===== config.mk =====
export PLATFORM = sky130hd
export DESIGN_NAME = mp3_play_sched
export DESIGN_NICKNAME = d
export VERILOG_FILES = /design/src/rtl/mp3_play_sched_pkg.sv /design/src/rtl/mp3_sched_fifo.sv /design/src/rtl/mp3_play_sched.sv
export SDC_FILE = /design/constraint.sdc
export NUM_CORES = 1
export LEC_CHECK = 0
export CAP_MARGIN = 10
export CORE_MARGIN = 10
export CORE_UTILIZATION = 32
export CTS_BUF_LIST = sky130_fd_sc_hd__clkbuf_4
export DETAILED_ROUTE_END_ITERATION = 6
export GPL_TIMING_DRIVEN = 0
export PLACE_DENSITY = 0.53
export SYNTH_ARGS = -nofsm -noshare
export SYNTH_HDL_FRONTEND = slang
export SYNTH_SLANG_ARGS = --single-unit

===== constraint.sdc =====
create_clock -name clk -period 5.1 [get_ports clk]
set_clock_uncertainty 0.05 [all_clocks]
set_input_delay 0.765 -clock clk [delete_from_list [all_inputs] [get_ports clk]]
set_output_delay 0.765 -clock clk [all_outputs]
set_load 0.05 [all_outputs]

===== src/rtl/mp3_play_sched_pkg.sv =====
// Shared types and constants for the MP3 playback scheduler.
package mp3_play_sched_pkg;

    typedef enum logic [1:0] {
        StIdle,
        StStart,
        StPlay,
        StGap
    } sched_state_e;

    localparam logic [3:0] MaxDigit = 4'd9;

    localparam int unsigned DefaultGapCycles     = 1000;
    localparam int unsigned DefaultTimeoutCycles = 50_000_000;

    // Counter width wide enough for the longer of the two intervals, plus headroom.
    function automatic int unsigned cnt_width(input int unsigned a, input int unsigned b);
        return $clog2((a > b) ? a : b) + 1;
    endfunction

endpackage


===== src/rtl/mp3_sched_fifo.sv =====
// Synchronous 4-bit FIFO for queued digit decisions; head is read from registered storage.
module mp3_sched_fifo #(
    parameter int unsigned Depth = 4
) (
    input  logic       clk_i,
    input  logic       rst_ni,
    input  logic       push_i,
    input  logic       pop_i,
    input  logic [3:0] wdata_i,
    output logic [3:0] rdata_o,
    output logic       full_o,
    output logic       empty_o
);

    localparam int unsigned AW = $clog2(Depth);

    logic [3:0]  mem_q [Depth];
    logic [AW:0] wptr_q, rptr_q;

    // Extra pointer MSB distinguishes full from empty when the indices match.
    assign empty_o = (wptr_q == rptr_q);
    assign full_o  = (wptr_q[AW] != rptr_q[AW]) && (wptr_q[AW-1:0] == rptr_q[AW-1:0]);
    assign rdata_o = mem_q[rptr_q[AW-1:0]];

    always_ff @(posedge clk_i) begin
        if (!rst_ni) begin
            wptr_q <= '0;
            rptr_q <= '0;
        end else begin
            if (push_i) begin
                wptr_q <= wptr_q + 1'b1;
            end
            if (pop_i) begin
                rptr_q <= rptr_q + 1'b1;
            end
        end
    end

    always_ff @(posedge clk_i) begin
        if (push_i) begin
            mem_q[wptr_q[AW-1:0]] <= wdata_i;
        end
    end

endmodule


===== src/rtl/mp3_play_sched.sv =====
// Queues recognized digits and plays them one clip at a time through the MP3 driver.
// Optional MP3_SCHED_DEDUP_EN drops a repeat of the last accepted digit while busy.
module mp3_play_sched
    import mp3_play_sched_pkg::*;
#(
    parameter int unsigned FIFO_DEPTH     = 4,
    parameter int unsigned GAP_CYCLES     = DefaultGapCycles,
    parameter int unsigned TIMEOUT_CYCLES = DefaultTimeoutCycles
) (
    input  logic       clk,
    input  logic       rst,
    input  logic       valid_in,
    input  logic [3:0] decision,
    input  logic       play_done,
    output logic       drv_rst,
    output logic [3:0] drv_digit,
    output logic       busy,
    output logic       overflow,
    output logic       bad_digit,
    output logic       timeout
);

    localparam int unsigned    CntW        = cnt_width(GAP_CYCLES, TIMEOUT_CYCLES);
    localparam logic [CntW-1:0] TimeoutLast = CntW'(TIMEOUT_CYCLES - 1);
    localparam logic [CntW-1:0] GapLast     = CntW'(GAP_CYCLES - 1);

    sched_state_e    state_q, state_d;
    logic [CntW-1:0] cnt_q, cnt_d;
    logic [3:0]      digit_q, digit_d;
    logic            drv_rst_q, busy_q, overflow_q, bad_digit_q, timeout_q;

    logic       fifo_push, fifo_pop, fifo_full, fifo_empty;
    logic [3:0] fifo_head;
    logic       legal, dup, ovf_drop, timeout_set;

    assign legal = (decision <= MaxDigit);

`ifdef MP3_SCHED_DEDUP_EN
    logic [3:0] last_q;

    assign dup = busy_q && (decision == last_q);

    // Reset value 4'hF can never equal a legal digit, so the first decision always passes.
    always_ff @(posedge clk) begin
        if (!rst) begin
            last_q <= 4'hF;
        end else if (fifo_push) begin
            last_q <= decision;
        end
    end
`else
    assign dup = 1'b0;
`endif

    // A pop in the same cycle frees a slot, so a full queue can still accept.
    assign fifo_push = valid_in && legal && !dup && (!fifo_full || fifo_pop);
    assign ovf_drop  = valid_in && legal && !dup && fifo_full && !fifo_pop;

    mp3_sched_fifo #(
        .Depth (FIFO_DEPTH)
    ) u_fifo (
        .clk_i   (clk),
        .rst_ni  (rst),
        .push_i  (fifo_push),
        .pop_i   (fifo_pop),
        .wdata_i (decision),
        .rdata_o (fifo_head),
        .full_o  (fifo_full),
        .empty_o (fifo_empty)
    );

    always_comb begin
        state_d     = state_q;
        cnt_d       = cnt_q;
        digit_d     = digit_q;
        fifo_pop    = 1'b0;
        timeout_set = 1'b0;
        unique case (state_q)
            StIdle: begin
                if (!fifo_empty) begin
                    fifo_pop = 1'b1;
                    digit_d  = fifo_head;
                    state_d  = StStart;
                end
            end
            StStart: begin
                state_d = StPlay;
                cnt_d   = '0;
            end
            StPlay: begin
                if (play_done) begin
                    state_d = StGap;
                    cnt_d   = '0;
                end else if (cnt_q == TimeoutLast) begin
                    timeout_set = 1'b1;
                    state_d     = StGap;
                    cnt_d       = '0;
                end else begin
                    cnt_d = (&cnt_q) ? cnt_q : cnt_q + 1'b1;
                end
            end
            StGap: begin
                if (cnt_q == GapLast) begin
                    state_d = StIdle;
                    cnt_d   = '0;
                end else begin
                    cnt_d = (&cnt_q) ? cnt_q : cnt_q + 1'b1;
                end
            end
            default: begin
                state_d = StIdle;
                cnt_d   = '0;
            end
        endcase
    end

    always_ff @(posedge clk) begin
        if (!rst) begin
            state_q     <= StIdle;
            cnt_q       <= '0;
            digit_q     <= 4'd0;
            drv_rst_q   <= 1'b1;
            busy_q      <= 1'b0;
            overflow_q  <= 1'b0;
            bad_digit_q <= 1'b0;
            timeout_q   <= 1'b0;
        end else begin
            state_q   <= state_d;
            cnt_q     <= cnt_d;
            digit_q   <= digit_d;
            // Driver runs only in setup and playback; decoded from the next state for glitch-free output.
            drv_rst_q <= !((state_d == StStart) || (state_d == StPlay));
            busy_q    <= (state_q != StIdle) || !fifo_empty;
            if (valid_in && !legal) begin
                bad_digit_q <= 1'b1;
            end
            if (ovf_drop) begin
                overflow_q <= 1'b1;
            end
            if (timeout_set) begin
                timeout_q <= 1'b1;
            end
        end
    end

    assign drv_rst   = drv_rst_q;
    assign drv_digit = digit_q;
    assign busy      = busy_q;
    assign overflow  = overflow_q;
    assign bad_digit = bad_digit_q;
    assign timeout   = timeout_q;

endmodule


After elaboration in Yosys (flattened, before gate mapping)

Memories as Yosys holds them, arrays and structs flattened. A register that Yosys moved wholly into a read port is not among the register bits.
Cells that the tools add are included.

Logic and storage cells: 62
Memories kept: 1
RAM bits: 16
Bits of input ports: 8
Bits in registers: 40
Output and inout port bits: 9

Memory list:

| memory       | depth | bits a word | read ports | clocked after Yosys merged registers in | write ports | line                 | text |
|---|---|---|---|---|---|---|---|
| u_fifo.mem_q | 4     | 4           | 1          | 1                                       | 1           | mp3_sched_fifo.sv:17 | `logic [3:0] mem_q [Depth];` |

Add/sub/neg operators: 3
Multiplexer cells: 17
$lt $le $gt $ge: 1
Bitwise logic cells: 1
Equality and inequality tests: 10
Reduce and logical (&&, ||, !) cells: 20

Operators by type and width:

| kind                    | count |
|---|---|
| $mux W27                | 4 |
| $pmux W27 S3            | 1 |
| $add A27 B1 Y27 const B | 1 |
| $eq A27 B10 Y1 const B  | 1 |
| $eq A27 B26 Y1 const B  | 1 |
| $reduce_and A27 Y1      | 1 |
| $mux W2                 | 4 |
| $pmux W2 S4             | 1 |
| $mux W1                 | 7 |
| $add A3 B1 Y3 const B   | 2 |
| $eq A2 B2 Y1 const B    | 3 |
| $logic_and A1 B1 Y1     | 6 |
| $logic_not A1 Y1        | 6 |
| $eq A2 B1 Y1 const B    | 2 |
| $le A4 B4 Y1 const B    | 1 |
| $eq A3 B3 Y1            | 1 |
| $logic_or A1 B1 Y1      | 3 |
| $reduce_bool A3 Y1      | 1 |
| $eq A2 B2 Y1            | 1 |
| $logic_not A2 Y1        | 1 |
| $reduce_and A2 Y1       | 1 |
| $reduce_bool A2 Y1      | 1 |
| $ne A1 B1 Y1            | 1 |
| $not A1 Y1              | 1 |

Depth between registers and ports, before layout

Depth in word-level cells: 7
Mapped depth: 8
Gate-level depth less buffers: 7

Cells and area by module

Synthesis repeated with hierarchy kept, for this count alone.

Cells, all modules: 318
Area total of the unflattened synthesis: 3069.2 µm²

Modules (own cells, without submodules):

| module         | area each (µm²) | cells an instance | sequential area each (µm²) | instances |
|---|---|---|---|---|
| mp3_play_sched | 2079.5          | 257               | 760.7                      | 1 |
| mp3_sched_fifo | 989.7           | 61                | 640.6                      | 1 |

Least setup slack after synthesis

Ideal clock, no wire load.

Path kind: register -> register
From: reg cnt_q[0]
To: reg cnt_q[22]
Clock period less this slack: 2090 ps
Required time: 4933 ps
Data arrival time: 1923 ps
Cell stages (with the launch flop): 9
Buffers on the path: 1
Library setup time: 117 ps
Setup slack: 3010 ps
Cell sequence: dfxtp_1 -> ha_1 -> nand4_1 -> nor4_1 -> buf_2 -> nor3b_2 -> nand3_1 -> a21o_1 -> a22o_1

Longest elaborated chain between the ends: 5

Ends and longest elaborated chain:

| what                                                         | line                                        | text |
|---|---|---|
| from (decl)                                                  | mp3_play_sched.sv:28                        | `logic [CntW-1:0] cnt_q, cnt_d;` |
| from (signal assigned)                                       | mp3_play_sched.sv:129                       | `cnt_q <= cnt_d;` |
| $add A27 B1 Y27 / $reduce_and A27 Y1 (equally long branches) | mp3_play_sched.sv:99, mp3_play_sched.sv:107 |  |
| $mux W27                                                     | mp3_play_sched.sv:99, mp3_play_sched.sv:107 |  |
| $mux W27                                                     | mp3_play_sched.sv:94                        | `end else if (cnt_q == TimeoutLast) begin` |
| $mux W27                                                     | mp3_play_sched.sv:91                        | `if (play_done) begin` |
| $pmux W27 S3 *                                               | mp3_play_sched.sv:78                        | `unique case (state_q)` |

Mark *: on every way between the ends. The rest lies on a longest branch, timed or not.
A chain may end at the register's enable or synchronous reset.

Final worst setup path

From: in play_done
To: reg cnt_q[18]

Longest elaborated chain between the ends: 2

Ends and longest elaborated chain:

| what         | line                 | text |
|---|---|---|
| from (decl)  | mp3_play_sched.sv:14 | `input logic play_done,` |
| $mux W27     | mp3_play_sched.sv:91 |  |
| $pmux W27 S3 | mp3_play_sched.sv:78 |  |

Every way passes these cells.

==> results.yml <==
setup_path:
  crit_family: "compound AO/OA/AOI/OAI gates"
  endpoint_kind: "register"
  path_class: "primary input to register"
  rrSetupSlack_ns: 2.63
  crit_arrival_ns: 2.79
  r2r_end: "cnt_q[22]$_SDFFE_PN0P_"
  crit_path_cell_trace: "clkdlybuf4s50_1, nor3b_1, o21ai_2, a21boi_2, buf_2, o21ai_0, a21oi_1"
  crit_fanout: 10
  ff2ff_path_depth: 8
  cp.required_ns: 5.40
  worstSetupStartpointType: "primary input"
  cp_slowest_cell: "a21boi_2"
  cp_slowest_stage_delay_ns: 0.48
  worstReg2RegStart: "cnt_q[0]$_SDFFE_PN0P_"
  crit_buf_inv: 2
synthesis:
  yosysSeqAreaShare_pct: 46.1
  synth_flop_cell: "dfxtp_1"
  synthCells: 310
  synth_cell_type_count: 52
  syn_area_mm2: 0.00295
  ys_ff_latch: 60
  syn_avg_cell_area_um2: 9.52
  synthArstFlopShare_pct: 0
  ys.warnings.count: 0
  synth-edff-count: 16
  syn_nets: 325
final_layout:
  nets: 352
  antenna_cells: 0
  register_area_mm2: 0.00136
  final_util_pct: 38.3
  layout-drive-gt1-share_pct: 10.5
  synthToLayoutAreaGrowth_pct: 14.9
  nFillCells: 907
  multi_input_area_mm2: 0.00150
floorplanning:
  die-area_mm2: 0.0135
  coreArea_mm2: 0.00885
  num_rows: 34
  start_util_pct: 33.3
  dieWidth_um: 116
  die_y_um: 116
  ios: 17
clock_tree:
  cts_buffers: 9
  clk_path_buf_depth: 2
  cts_tree: "yes"
  htreeDepth: 3
  clock_sinks: 60
  postCtsHoldBufs: 0
  cts_setup_buffers: 0
  worstSkewPairLatency_ns: 0.42
  root_buffer: "clkbuf_4"
  cts-resized-gates: 0
  clk_pin_slew_ns: 0.12
power_and_ir_drop:
  seqPwrFrac_pct: 42.8
  combPwrFrac_pct: 30.9
  power_switching_mw: 0.492
  p_int_mw: 0.841
  p_leak_nw: 1.16
  p_clk_share_pct: 26.4
  vdd_ir_drop_max_uv: 158
  switching_share_pct: 36.9
  pwr_density_cell_mw_per_mm2: 393
global_routing:
  grt_antenna_before_repair: 0
  grt.overflow.total: 0
  grt_max_degree: 13
  grtUsageTotal_pct: 11.5
  first_global_vias: 2371
  grt_first_pass_wirelength_um: 12300
hold_path:
  worstHoldStart: "bad_digit$_SDFFE_PN0P_"
  hold_path_depth: 1
  worstHoldPathType: "register to register"
  hold_end: "bad_digit$_SDFFE_PN0P_"
sta:
  fin_crit_sh_pct: 48.7
  tns_ns: 0
  rsz0062_at_grt: "no"
  finalSetupViolCount: 0
  hold_violations: 0
  slew_headroom_pct: 49.1
  maxSlewViolCount: 0
  fmax_mhz: 403
  period_needed_ns: 2.48
  tightestPinTransition_ns: 0.761
routing:
  drc: 0
  drt_wl_total_um: 7300
  drt-initial-drc-count: 154
  via_per_inst: 5.45
  first_pass_iters: 4
  wl_per_cell_um: 16.2
  ant_nets: 0
  vias: 2452
status:
  status: "finished, final reports clean"
place:
  gp_congestion: 0.860
  dpl.hpwl_um: 5170
  io_buffers: 16
run:
  maxCapViolCount: 0
metrics by stage:
stage / std cells / setup WS [ns] / hold slack [ns] / instance area (µm²) / power, mW
global placement: 434 / 2.19 / 0.400 / 3250 / 0.994
floorplan: 310 / 3.01 / 0.410 / 2950 / 0.874
CTS: 450 / 2.62 / 0.436 / 3390 / 1.35
detailed placement: 434 / 2.18 / 0.408 / 3250 / 0.997
finish: 450 / 2.62 / 0.433 / 3390 / 1.33
global route: 450 / 2.38 / 0.465 / 3390 / 1.41
synth_stat cells, types with 8 or more instances:
cell,count,area [µm²]
and2_1,11,68.8
edfxtp_1,16,480
nand4_1,11,68.8
a31oi_1,17,106
a21oi_1,21,105
dfxtp_1,44,881
nand3_1,19,95.1
nor2_1,19,71.3
inv_1,8,30.0
o21ai_1,8,40.0
nand2_1,31,116
nor2b_1,8,50.1
final cells by class:
cell class / count / area share, %
Clock inverter: 7 / 2.29
Sequential cell: 60 / 40.1
Tap cell: 108 / 3.99
Multi-Input combinational cell: 231 / 44.3
Buffer: 11 / 1.66
Clock buffer: 9 / 1.99
Timing Repair Buffer: 16 / 4.72
Inverter: 8 / 0.886
sequential cells by signal, indices dropped and copies added (netlist names):
register	count
state_q	2
timeout	1
bad_digit	1
cnt_q	27
overflow	1
u_fifo.rptr_q	3
drv_rst	1
u_fifo.wptr_q	3
drv_digit	4
busy	1
u_fifo.mem_q	16
worst max-delay path by stage:
stage / start / endpoint / cells past startpoint
after CTS: cnt_q[0]$_SDFFE_PN0P_ / cnt_q[22]$_SDFFE_PN0P_ / 8
after detailed placement: play_done / cnt_q[18]$_SDFFE_PN0P_ / 7
after global routing: cnt_q[0]$_SDFFE_PN0P_ / cnt_q[22]$_SDFFE_PN0P_ / 8
final: play_done / cnt_q[18]$_SDFFE_PN0P_ / 7
after floorplan: cnt_q[0]$_SDFFE_PN0P_ / cnt_q[22]$_SDFFE_PN0P_ / 8
after global placement: play_done / cnt_q[18]$_SDFFE_PN0P_ / 7
routing by layer:
layer | global-route usage, % | wire length, µm
met5 | 0 | 0
met4 | 5.17 | 136
met3 | 3.00 | 427
met1 | 16.0 | 3680
met2 | 16.3 | 3060
logic make-up after synthesis:
| logic type | synth area share, % |
|---|---|
| and+or+nand+nor | 24.6 |
| AOI/OAI and AO/OA | 16.2 |
| DFF | 46.1 |
| buffers and inverters | 2.93 |
| muxes | 5.09 |
| xor gates and xnor gates | 2.08 |
| adders and majority gates | 2.97 |
placed cells by master (no fill, tap or decap), drive strengths merged, types with 4 or more instances in the layout:
cell type / Yosys / final
clkinvlp: 0 / 4
inv: 8 / 8
xor2: 4 / 4
nand2: 31 / 31
and3: 5 / 5
nor3: 8 / 8
nor2b: 8 / 8
edfxtp: 16 / 16
buf: 7 / 7
nand4: 12 / 12
o21ai: 14 / 14
a21o: 4 / 4
dfxtp: 44 / 44
and2: 11 / 11
mux4: 4 / 4
clkdlybuf4s50: 0 / 16
clkbuf: 4 / 13
nand3: 19 / 19
nor4: 5 / 5
nor2: 19 / 19
a21oi: 21 / 21
ha: 7 / 7
mux2i: 6 / 6
a31oi: 17 / 17
power groups by stage:
stage | logic (mW) | registers (mW) | clock network [mW]
2_1_floorplan | 0.230 | 0.644 | 0
3_3_place_gp | 0.414 | 0.581 | 0
3_5_place_dp | 0.415 | 0.582 | 0
4_1_cts | 0.418 | 0.571 | 0.360
5_1_grt | 0.451 | 0.577 | 0.381
6_report | 0.412 | 0.570 | 0.351
Note: power is estimated with default switching activity, not from simulation.
